**src/rtl/dual_issue_hazard_unit.sv**
```systemverilog
// ---------------------------------------------------------------------------
// dual_issue_hazard_unit
//
// In-order hazard check and issue splitting for a multi-lane decode bundle.
// Each lane is compared with every older lane of the same bundle for RAW
// (older rd feeds a younger rs1/rs2) and WAW (both write the same rd)
// conflicts. The longest conflict-free prefix of the still-pending lanes
// issues. Lanes after that prefix are held, so a dependent bundle drains
// over several advance cycles. Lane 0 is the oldest lane.
//
// Ports
//   clk, rst        clock; synchronous active-high reset
//   bundle_valid    decode presents a valid bundle
//   rd_i/rs1_i/rs2_i packed register indices, lane k at [k*REG_ADDR_W +: REG_ADDR_W]
//   reg_write_i     per-lane write enable for rd
//   advance_i       downstream accepts this cycle's issue
//   flush_i         drop the bundle and any split progress
//   issue_mask_o    lanes issued this cycle (combinational)
//   stall_decode_o  bundle not fully issued; decode holds (combinational)
//   split_active_o  a partially issued bundle is in flight (registered)
//   split_count_o   saturating count of split steps (registered)
// ---------------------------------------------------------------------------

// Pairwise conflict check: does older lane (src) block younger lane (dst)?
// Register 0 never carries a dependency. A write-disabled older lane
// cannot create a hazard.
module dual_issue_hazard_pair #(
    parameter int REG_ADDR_W = 5
) (
    input  logic [REG_ADDR_W-1:0] src_rd,
    input  logic                  src_write,
    input  logic [REG_ADDR_W-1:0] dst_rd,
    input  logic [REG_ADDR_W-1:0] dst_rs1,
    input  logic [REG_ADDR_W-1:0] dst_rs2,
    input  logic                  dst_write,
    output logic                  hit
);
    logic raw;
    logic waw;

    always_comb begin
        raw = (src_rd == dst_rs1) || (src_rd == dst_rs2);
        waw = dst_write && (src_rd == dst_rd);
        hit = src_write && (src_rd != '0) && (raw || waw);
    end
endmodule

module dual_issue_hazard_unit #(
    parameter int NUM_LANES  = 2,
    parameter int REG_ADDR_W = 5,
    parameter int CNT_W      = 16
) (
    input  logic                            clk,
    input  logic                            rst,
    input  logic                            bundle_valid,
    input  logic [NUM_LANES*REG_ADDR_W-1:0] rd_i,
    input  logic [NUM_LANES*REG_ADDR_W-1:0] rs1_i,
    input  logic [NUM_LANES*REG_ADDR_W-1:0] rs2_i,
    input  logic [NUM_LANES-1:0]            reg_write_i,
    input  logic                            advance_i,
    input  logic                            flush_i,
    output logic [NUM_LANES-1:0]            issue_mask_o,
    output logic                            stall_decode_o,
    output logic                            split_active_o,
    output logic [CNT_W-1:0]                split_count_o
);
    localparam logic [CNT_W-1:0] CNT_MAX = {CNT_W{1'b1}};

    typedef enum logic {
        FULL  = 1'b0,
        SPLIT = 1'b1
    } state_t;

    // Packed views of the flat lane buses (same bit layout).
    logic [NUM_LANES-1:0][REG_ADDR_W-1:0] rd;
    logic [NUM_LANES-1:0][REG_ADDR_W-1:0] rs1;
    logic [NUM_LANES-1:0][REG_ADDR_W-1:0] rs2;

    assign rd  = rd_i;
    assign rs1 = rs1_i;
    assign rs2 = rs2_i;

    state_t                 state, state_next;
    logic [NUM_LANES-1:0]   done_mask, done_next;
    logic [CNT_W-1:0]       split_cnt, split_cnt_next;

    logic [NUM_LANES-1:0]                 pending;
    logic [NUM_LANES-1:0][NUM_LANES-1:0]  pair_hit;    // [younger][older]
    logic [NUM_LANES-1:0]                 lane_hazard;
    logic [NUM_LANES-1:0]                 blocked;
    logic [NUM_LANES-1:0]                 issue_raw;
    logic                                 squash;
    logic                                 stall_raw;

    assign pending = bundle_valid ? ~done_mask : '0;
    assign squash  = rst || flush_i;

    // Static pairwise comparator array. Only older->younger pairs exist;
    // the rest of the matrix is tied off.
    for (genvar i = 0; i < NUM_LANES; i++) begin : g_dst
        for (genvar j = 0; j < NUM_LANES; j++) begin : g_src
            if (j < i) begin : g_pair
                dual_issue_hazard_pair #(
                    .REG_ADDR_W (REG_ADDR_W)
                ) u_pair (
                    .src_rd    (rd[j]),
                    .src_write (reg_write_i[j]),
                    .dst_rd    (rd[i]),
                    .dst_rs1   (rs1[i]),
                    .dst_rs2   (rs2[i]),
                    .dst_write (reg_write_i[i]),
                    .hit       (pair_hit[i][j])
                );
            end else begin : g_none
                assign pair_hit[i][j] = 1'b0;
            end
        end

        // Already-issued lanes neither block nor get blocked.
        assign lane_hazard[i] = pending[i] && |(pair_hit[i] & pending);
    end

    // Once some lane is blocked, every younger lane is held too, which keeps
    // issue strictly in order. The oldest pending lane has no pending
    // predecessor, so it is never blocked and progress is guaranteed.
    always_comb begin
        blocked    = '0;
        blocked[0] = lane_hazard[0];
        for (int i = 1; i < NUM_LANES; i++) begin
            blocked[i] = blocked[i-1] || lane_hazard[i];
        end
        issue_raw = pending & ~blocked;
        stall_raw = bundle_valid && (issue_raw != pending);
    end

    // ---------------- FSM: state register ----------------
    always_ff @(posedge clk) begin
        if (rst) begin
            state     <= FULL;
            done_mask <= '0;
            split_cnt <= '0;
        end else begin
            state     <= state_next;
            done_mask <= done_next;
            split_cnt <= split_cnt_next;
        end
    end

    // ---------------- FSM: next state ----------------
    // Progress is only recorded for a valid bundle that downstream accepts.
    // Flush takes priority over advance and never bumps the counter.
    always_comb begin
        state_next     = state;
        done_next      = done_mask;
        split_cnt_next = split_cnt;
        if (flush_i) begin
            state_next = FULL;
            done_next  = '0;
        end else if (bundle_valid && advance_i) begin
            if (stall_raw) begin
                // Issued lanes are non-empty here, so done_next != 0.
                state_next = SPLIT;
                done_next  = done_mask | issue_raw;
                if (split_cnt != CNT_MAX) begin
                    split_cnt_next = split_cnt + 1'b1;
                end
            end else begin
                state_next = FULL;
                done_next  = '0;
            end
        end
    end

    // ---------------- FSM: outputs ----------------
    always_comb begin
        issue_mask_o   = squash ? '0 : issue_raw;
        stall_decode_o = !squash && stall_raw;
        split_active_o = (state == SPLIT);
        split_count_o  = split_cnt;
    end
endmodule

```
**config.mk**
```make
export PLATFORM = sky130hd
export DESIGN_NAME = dual_issue_hazard_unit
export DESIGN_NICKNAME = d
export VERILOG_FILES = /design/src/rtl/dual_issue_hazard_unit.sv
export SDC_FILE = /design/constraint.sdc
export NUM_CORES = 1
export LEC_CHECK = 0
export CORE_MARGIN = 4
export CORE_UTILIZATION = 42
export DETAILED_ROUTE_END_ITERATION = 7
export PLACE_DENSITY = 0.84
export SLEW_MARGIN = 20
export SYNTH_ARGS = -nofsm -noshare
export SYNTH_HDL_FRONTEND = slang
export SYNTH_SLANG_ARGS = --single-unit
export TNS_END_PERCENT = 30
```
**constraint.sdc**
```tcl
create_clock -name clk -period 3.98 [get_ports clk]
set_input_delay 0.796 -clock clk [delete_from_list [all_inputs] [get_ports clk]]
set_output_delay 0.796 -clock clk [all_outputs]
set_load 0.02 [all_outputs]
```
==> results.toml, run 1 <==
[worst_setup_path]
critPathKind = "input pin to output pin"
cp-end-kind = "output pin"
start_kind = "input pin"
crit_fanout = 4
required_ps = 3180
arrival_ps = 2980

[yosys]
synth.distinct_cells = 29
synth_ff_type = "dfxtp_1"
syn_avg_cell_area_um2 = 8.33
synth_seq_cells = 19
synth.yosys.seq_area_share = 0.338
ys_async_sr_fraction = 0
ys_warn_count = 0
syn-cell-area_um2 = 1120
syn-num-nets = 173
synth_area_leader_cell = "dfxtp_1"
synth.area.top_cells = "dfxtp_1, xor2_1, a21oi_1"
synthTopCellsByCount = "dfxtp_1, a21oi_1, or3_1"
synth_most_common_cell = "dfxtp_1"
synth_edf_count = 0
synth_cells = 135
yosysTopAreaCellShare = 0.338

[timing]
slew_headroom = 0.444
final.setup.tns_ps = 0
hold_viol = 0
setup_viol = 0
tightest_slew_ps = 833
drv_slew = 0
fin_skew_ps = 2.68
whs_ps = 489
max_freq_mhz = 265
fin_crit_ps = 3780
finalCritPeriodShare = 0.950
rsz0062_at_grt = "false"

[cts]
cts_resized = 0
cts_buffers = 3
clk_path_buf_depth = 2
cts_sinks = 19
cts_setup_buffers = 0
cts_max_level = 1
worst_skew_pair.late_latency_ps = 290
ctsHoldBuffers = 0
root_buffer = "clkbuf_4"
cts.clk_slew.worst_paths_ps = 100
cts_tree = "done"

[route]
ant_nets = 0
vias = 1214
routed_wl_um = 2930
initialDrtViolationCount = 32
remaining_drc_errors = 0
viasPerCell = 5.75
drt_pass1_iterations = 4
wl_per_cell_um = 13.9

[global_route]
grt_start_max_net_pins = 17
grtUsageTotal = 0.169
grt_pass1_wl_um = 4710
overflow = 0
antenna_found_initial = 0
grt_pass1_vias = 1191

[finish]
finalNonFillerCells = 211
syn2layout_area_growth_pct = 44.6
antennaDiodeCount = 0
drive_gt1_frac = 0.0442
layout.nets = 220
multi_input_area_um2 = 696
seqCellArea_um2 = 380
fill_cells = 228

[worst_hold_path]
worstHoldPathType = "flop to flop"

[placement]
placed_cells = 207
place_hpwl_um = 2340
portBuffers = 46
place.gp.congestion = 0.805

[floorplanning]
design.core.area_um2 = 2520
start_util = 0.446
dieHeight_um = 59.8
ios = 57
die_area_um2 = 3570
rows = 18
die_w_um = 59.8

[job]
drv_cap = 0

[power_and_ir_drop]
ir_drop_v = 0.000157
power_density_nw_per_um2 = 212
p_leak_uw = 0.000536

[outcome]
outcome = "complete, no violations"
layer usage:
metal,up-vias,share of wire,GRT usage
met1,562,0.40,0.173
li1,598,-,-
met4,0,0.016,0.0696
met2,48,0.51,0.329
met3,6,0.073,0.0302
met5,-,0,0
per-stage QoR:
step | util | setup WS (ps) | instance area, um^2 | total power, uW
after floorplan | - | 1120 | 1120 | 217
after global placement | 0.634 | 248 | 1600 | 251
after detailed placement | 0.634 | 210 | 1600 | 253
after CTS | 0.645 | 204 | 1630 | 347
after global routing | 0.645 | 6.43 | 1630 | 358
final | 0.645 | 199 | 1630 | 345
sequential cells by signal, indices dropped and copies added (netlist names):
register and cells:
split_count_o 16, done_mask 2, split_active_o 1
layout by cell type (no fill, tap or decap), drive strengths merged:
master,Yosys,routed
and4,4,4
nor3,4,4
buf,3,2
xor2,9,9
a32o,2,2
and3b,1,1
o311ai,1,1
xnor2,7,7
nor2,7,7
o31ai,5,5
nand3,6,6
nand4,3,3
mux2i,1,1
or4,6,6
nand2,8,8
clkbuf,3,4
and3,3,3
clkdlybuf4s50,0,46
dfxtp,19,19
a41oi,1,1
a21oi,14,14
o21ai,10,10
nor4,2,2
inv,3,3
and2,2,2
or3,10,10
ha,1,1
where the power goes:
group | switching (uW) | leakage (uW) | total [uW] | internal, uW
logic | 22.2 | 0.000368 | 57.9 | 35.8
registers | 0.100 | 0.000153 | 190 | 190
clock network | 57.9 | 0.0000150 | 96.9 | 39.0
logic make-up after synthesis:
| group | synth area share |
|---|---|
| AO/OA/AOI/OAI | 0.187 |
| XOR/XNOR | 0.125 |
| adder cells (fa/ha/maj) | 0.0111 |
| buffers and inverters | 0.0434 |
| flip-flops | 0.338 |
| multiplexers | 0.00890 |
| AND/OR/NAND/NOR | 0.287 |
final cells by class:
class,instances,share of cell area
Sequential cell,19,0.234
Clock buffer,4,0.0162
Timing Repair Buffer,48,0.292
Multi-Input combinational cell,107,0.428
Inverter,3,0.00692
Tap cell,30,0.0231
final timing paths:
check,startpoint,endpoint,slack (ps),cells past startpoint
worst max-delay path,rd_i[1],issue_mask_o[1],200,6
worst min-delay path,split_active_o,split_active_o,490,1
worst max register to register,split_count_o[0],split_count_o[12],1730,7
worst min register to register,split_active_o,split_active_o,490,1
worst max-delay path, stage by stage:
cell,delay (ps)
clkdlybuf4s50_1,500
or4_1,570
o21ai_1,220
nor2_1,120
nor3_1,140
clkdlybuf4s50_1,630
Note: power is estimated with default switching activity, not from simulation.
==> inputs of run 2 (changes only) <==
CTS_CLUSTER_SIZE = 25   (was unset)
GPL_ROUTABILITY_DRIVEN = 1   (was unset)
==> results of run 2 <==
No change in the layout: final DEF, timing and power equal those of run 1.
